[config.mk]
export PLATFORM = sky130hd
export DESIGN_NAME = mod_updown_ctr
export DESIGN_NICKNAME = d
export VERILOG_FILES = /design/src/rtl/ctr_pkg.sv /design/src/rtl/ctr_prescaler.sv /design/src/rtl/mod_updown_ctr.sv
export SDC_FILE = /design/constraint.sdc
export NUM_CORES = 1
export LEC_CHECK = 0
export CAP_MARGIN = 30
export CORE_AREA = 2 2 39 41
export DETAILED_ROUTE_END_ITERATION = 8
export DIE_AREA = 0 0 41 43
export PLACE_DENSITY = 0.77
export REMOVE_ABC_BUFFERS = 1
export SLEW_MARGIN = 5
export SYNTH_ARGS = -nofsm -noshare
export SYNTH_HDL_FRONTEND = slang
export SYNTH_SLANG_ARGS = --single-unit
[constraint.sdc]
create_clock -name clk -period 3.5 [get_ports clk]
set_input_delay 0.35 -clock clk [delete_from_list [all_inputs] [get_ports clk]]
set_output_delay 0.35 -clock clk [all_outputs]
set_load 0.05 [all_outputs]
[src/rtl/ctr_pkg.sv]
// Shared types and constants for the up/down modulo counter family.
package ctr_pkg;

   typedef enum logic [1:0] {
      CTR_WRAP    = 2'b00,
      CTR_SAT     = 2'b01,
      CTR_ONESHOT = 2'b10,
      CTR_RSVD    = 2'b11
   } ctr_mode_e;

   localparam int PRESCALE_MAX   = 256;
   localparam int PRESCALE_CNT_W = $clog2(PRESCALE_MAX);

endpackage

[src/rtl/ctr_prescaler.sv]
// Divides enabled cycles by PRESCALE; tick marks the last enabled cycle of each group.
module ctr_prescaler
   import ctr_pkg::*;
#(
   parameter int PRESCALE = 2
) (
   input  logic clk,
   input  logic reset_n,
   input  logic clr,
   input  logic en,
   output logic tick
);

   localparam logic [PRESCALE_CNT_W-1:0] LAST = PRESCALE_CNT_W'(PRESCALE - 1);

   logic [PRESCALE_CNT_W-1:0] cnt;

   assign tick = en && (cnt == LAST);

   // Only enabled cycles advance the divider, so a paused count keeps its phase.
   always_ff @(posedge clk or negedge reset_n) begin
      if (!reset_n) begin
         cnt <= '0;
      end else if (clr) begin
         cnt <= '0;
      end else if (en) begin
         cnt <= (cnt == LAST) ? '0 : cnt + 1'b1;
      end
   end

endmodule

[src/rtl/mod_updown_ctr.sv]
// Modulo up/down counter with wrap, saturate and one-shot terminal behaviour.
module mod_updown_ctr
   import ctr_pkg::*;
#(
   parameter int W        = 4,
   parameter int MOD      = 2 ** W,
   parameter int PRESCALE = 1
) (
   input  logic         clk,
   input  logic         reset_n,
   input  logic         clr,
   input  logic         en,
   input  logic         up_dn,
   input  logic         load,
   input  logic [W-1:0] load_val,
   input  logic [1:0]   mode,
   output logic [W-1:0] count,
   output logic         tc,
   output logic         done,
   output logic         load_err
);

   // One extra bit keeps the range check exact when MOD equals 2**W.
   localparam logic [W-1:0] MAX_VAL = W'(MOD - 1);
   localparam logic [W:0]   MOD_EXT = (W + 1)'(MOD);

   ctr_mode_e mode_e;
   logic      tick;
   logic      step;
   logic      at_term;
   logic      sat_hit;

   assign mode_e  = ctr_mode_e'(mode);
   assign step    = en && tick && !done;
   assign at_term = up_dn ? (count == MAX_VAL) : (count == '0);

   generate
      if (PRESCALE > 1) begin : g_pre
         ctr_prescaler #(.PRESCALE(PRESCALE)) u_pre (
            .clk     (clk),
            .reset_n (reset_n),
            .clr     (clr | load),
            .en      (en),
            .tick    (tick)
         );
      end else begin : g_nopre
         assign tick = 1'b1;
      end
   endgenerate

   // sat_hit remembers that the current saturated hold already produced its tc.
   always_ff @(posedge clk or negedge reset_n) begin
      if (!reset_n) begin
         count    <= '0;
         tc       <= 1'b0;
         done     <= 1'b0;
         load_err <= 1'b0;
         sat_hit  <= 1'b0;
      end else begin
         tc       <= 1'b0;
         load_err <= 1'b0;
         if (clr) begin
            count   <= '0;
            done    <= 1'b0;
            sat_hit <= 1'b0;
         end else if (load) begin
            if ({1'b0, load_val} < MOD_EXT) begin
               count <= load_val;
            end else begin
               count    <= MAX_VAL;
               load_err <= 1'b1;
            end
            done    <= 1'b0;
            sat_hit <= 1'b0;
         end else begin
            if (done && mode_e != CTR_ONESHOT) begin
               done <= 1'b0;
            end
            if (step) begin
               if (!at_term) begin
                  count   <= up_dn ? count + 1'b1 : count - 1'b1;
                  sat_hit <= 1'b0;
               end else begin
                  case (mode_e)
                     CTR_SAT: begin
                        if (!sat_hit) begin
                           tc <= 1'b1;
                        end
                        sat_hit <= 1'b1;
                     end
                     CTR_ONESHOT: begin
                        done <= 1'b1;
                        tc   <= 1'b1;
                     end
                     default: begin
                        count <= up_dn ? '0 : MAX_VAL;
                        tc    <= 1'b1;
                     end
                  endcase
               end
            end
         end
      end
   end

endmodule

==> flow_summary.ini <==
[logic_synthesis]
synth_enable_flop_cells = 0
synth.area.top_cells = dfrtp_1 29%, ha_1 8.3%, o31ai_1 5.0%
async_flop_share = 1.00
synthDistinctLibCells = 30
syn_avg_cell_area_um2 = 9.28
yosysSeqAreaShare = 0.290
ys_seq_elements = 7
yosysTopAreaCell = dfrtp_1
yosys-top-cells-count = 7 x dfrtp_1, 7 x inv_1, 4 x ha_1, 4 x nor2_1, 4 x o31ai_1
synth_top_area_frac = 0.290
synth_flop_cell = dfrtp_1
synth_area_um2 = 603
ys.warnings.count = 0
synth_cells = 65

[cells_and_area]
final_cells = 100
syn2layout_area_growth_pct = 33.8
drive_gt1_frac = 0.119
layout.nets = 102
antenna_cells = 0
nFillCells = 138
final_area_um2 = 807

[place]
dp_hpwl_mm = 1.07
placedCellCount = 96
gp_congestion = 0.870
port_buffers = 17
place_area_um2 = 781

[route]
num_vias = 550
viasPerCell = 5.50
final_antenna_net_count = 0
drt_first_pass_iters = 4
wirelength_mm = 1.37
wire_per_inst_um = 13.7
drc = 0
initialDrtViolationCount = 4

[critical_path]
worst-setup-path-type = register to primary output
max_stage_delay_ps = 880
path_max_fanout = 8
cp-start-kind = register
path_buf_inv = 1
timing.critical_path.cells = clkdlybuf4s50_1
cp_top_family = buffers and inverters
critPathLaunch = count[2]$_DFFE_PN0P_
critPathArrivalTime_ps = 1680
rr_startpoint = count[1]$_DFFE_PN0P_
worstSetupEndpointType = primary output
required_ps = 3150
slowest_stage = clkdlybuf4s50_1

[floorplan]
die_h_um = 43
fp.dieArea_mm2 = 0.00176
std_cell_rows = 14
pin_count = 19
die_x_um = 41
core_area_mm2 = 0.00138
initial_core_util = 0.436

[timing]
fin_skew_ps = 0.315
max_freq_mhz = 493
report.final.slew_viol_count = 0
period_share = 0.580
setup-tns-final_ps = 0
grt_setup_unrepaired = no
setup_viol = 0
slew_headroom = 0.663
worstMarginPinSlew_ps = 504
hold_viol = 0
min_period_ps = 2030

[clock_tree]
post_cts_buffers = 0
clkSlewWorstSetupHoldPaths_ps = 50
ctsResizeCount = 0
worst_skew_pair.late_latency_ps = 250
h-tree-depth = 1
clock-root-buffer = clkbuf_4
cts_made_buffers = 3
clock_sinks = 7
cts_tree = built
clockBufferDepth = 2
cts_hold_buf = 0

[grt]
met1_usage = 0.260
grt.overflow.total = 0
grt_busiest_layer = met2
antenna_found_initial = 0
grt_use_met2 = 0.294
grt_pass1_vias = 544
grt_max_degree = 9
track_usage = 0.193
grt_pass1_wl_mm = 2.33
use_met3 = 0.0785

[power_and_ir_drop]
peakVddDrop_mv = 0.230
pwr_density_cell_mw_per_mm2 = 348
p_leak_uw = 0.000324

[outcome]
status = finished, final reports clean

[hold_path]
min_path_type = input pin to async pin

[flow_run]
cap_violations = 0
==> cells by family after synthesis <==
group / synth area share
AO/OA/AOI/OAI: 0.303
AND/OR/NAND/NOR: 0.174
buffers and inverters: 0.0643
flip-flops: 0.290
adder cells (fa/ha/maj): 0.116
XOR/XNOR: 0.0291
other: 0.00622
multiplexers: 0.0166
==> final cells by class <==
type,instances,area [um^2],area share
timing repair buffer,17,170,0.211
tap,16,20.0,0.0248
clock buffer,4,26.3,0.0326
sequential,7,175,0.217
inverter,7,26.3,0.0326
multi-input combinational,49,389,0.482
==> path summary, 6_finish.rpt <==
kind / cells past startpoint / to / slack [ps]
min in group clk: 1 / tc$_DFF_PN0_ / 460
setup / recovery: 1 / count[2] / 1470
hold reg to reg: 1 / tc$_DFF_PN0_ / 460
hold / removal: 1 / done$_DFF_PN0_ / 360
max in group asynchronous: 1 / count[3]$_DFFE_PN0P_ / 2910
setup reg to reg: 4 / count[0]$_DFFE_PN0P_ / 1790
==> state kept, by name, summed over array words and instances, names as in the netlist <==
register / cells
count: 4
sat_hit: 1
tc: 1
done: 1
==> per-layer routing <==
metal,wire (um),up-vias
met4,0,0
met2,669,19
met5,0,-
met1,615,251
li1,-,280
met3,89,0
==> layout by cell type (no fill, tap or decap), types with 2 or more instances in the layout <==
| cell type | instances |
|---|---|
| a211oi_1 | 2 |
| a21oi_1 | 3 |
| a31oi_1 | 2 |
| and2_1 | 2 |
| clkbuf_4 | 3 |
| clkdlybuf4s50_1 | 17 |
| dfrtp_1 | 7 |
| ha_1 | 4 |
| inv_1 | 7 |
| nand2_1 | 3 |
| nand3_1 | 3 |
| nor2_1 | 4 |
| nor3_2 | 2 |
| o211ai_1 | 3 |
| o21ai_1 | 2 |
| o31ai_1 | 4 |
| xor2_1 | 2 |
==> report_power, final <==
group | leakage [uW] | internal, uW | total, uW | switching, uW
combinational | 0.000216 | 45.6 | 107 | 61.1
clock | 0.0000150 | 43.5 | 73.6 | 30.1
sequential | 0.0000933 | 86.7 | 101 | 14.0
==> stage by stage <==
step	hold WS (ps)	total power [uW]	setup slack, ps	utilization
final	355	281	1470	0.583
after global placement	445	206	1400	0.564
after floorplan	54.4	168	1640	-
after CTS	367	283	1470	0.583
after global routing	369	299	1390	0.583
after detailed placement	446	208	1300	0.564
Note: power is estimated with default switching activity, not from simulation.
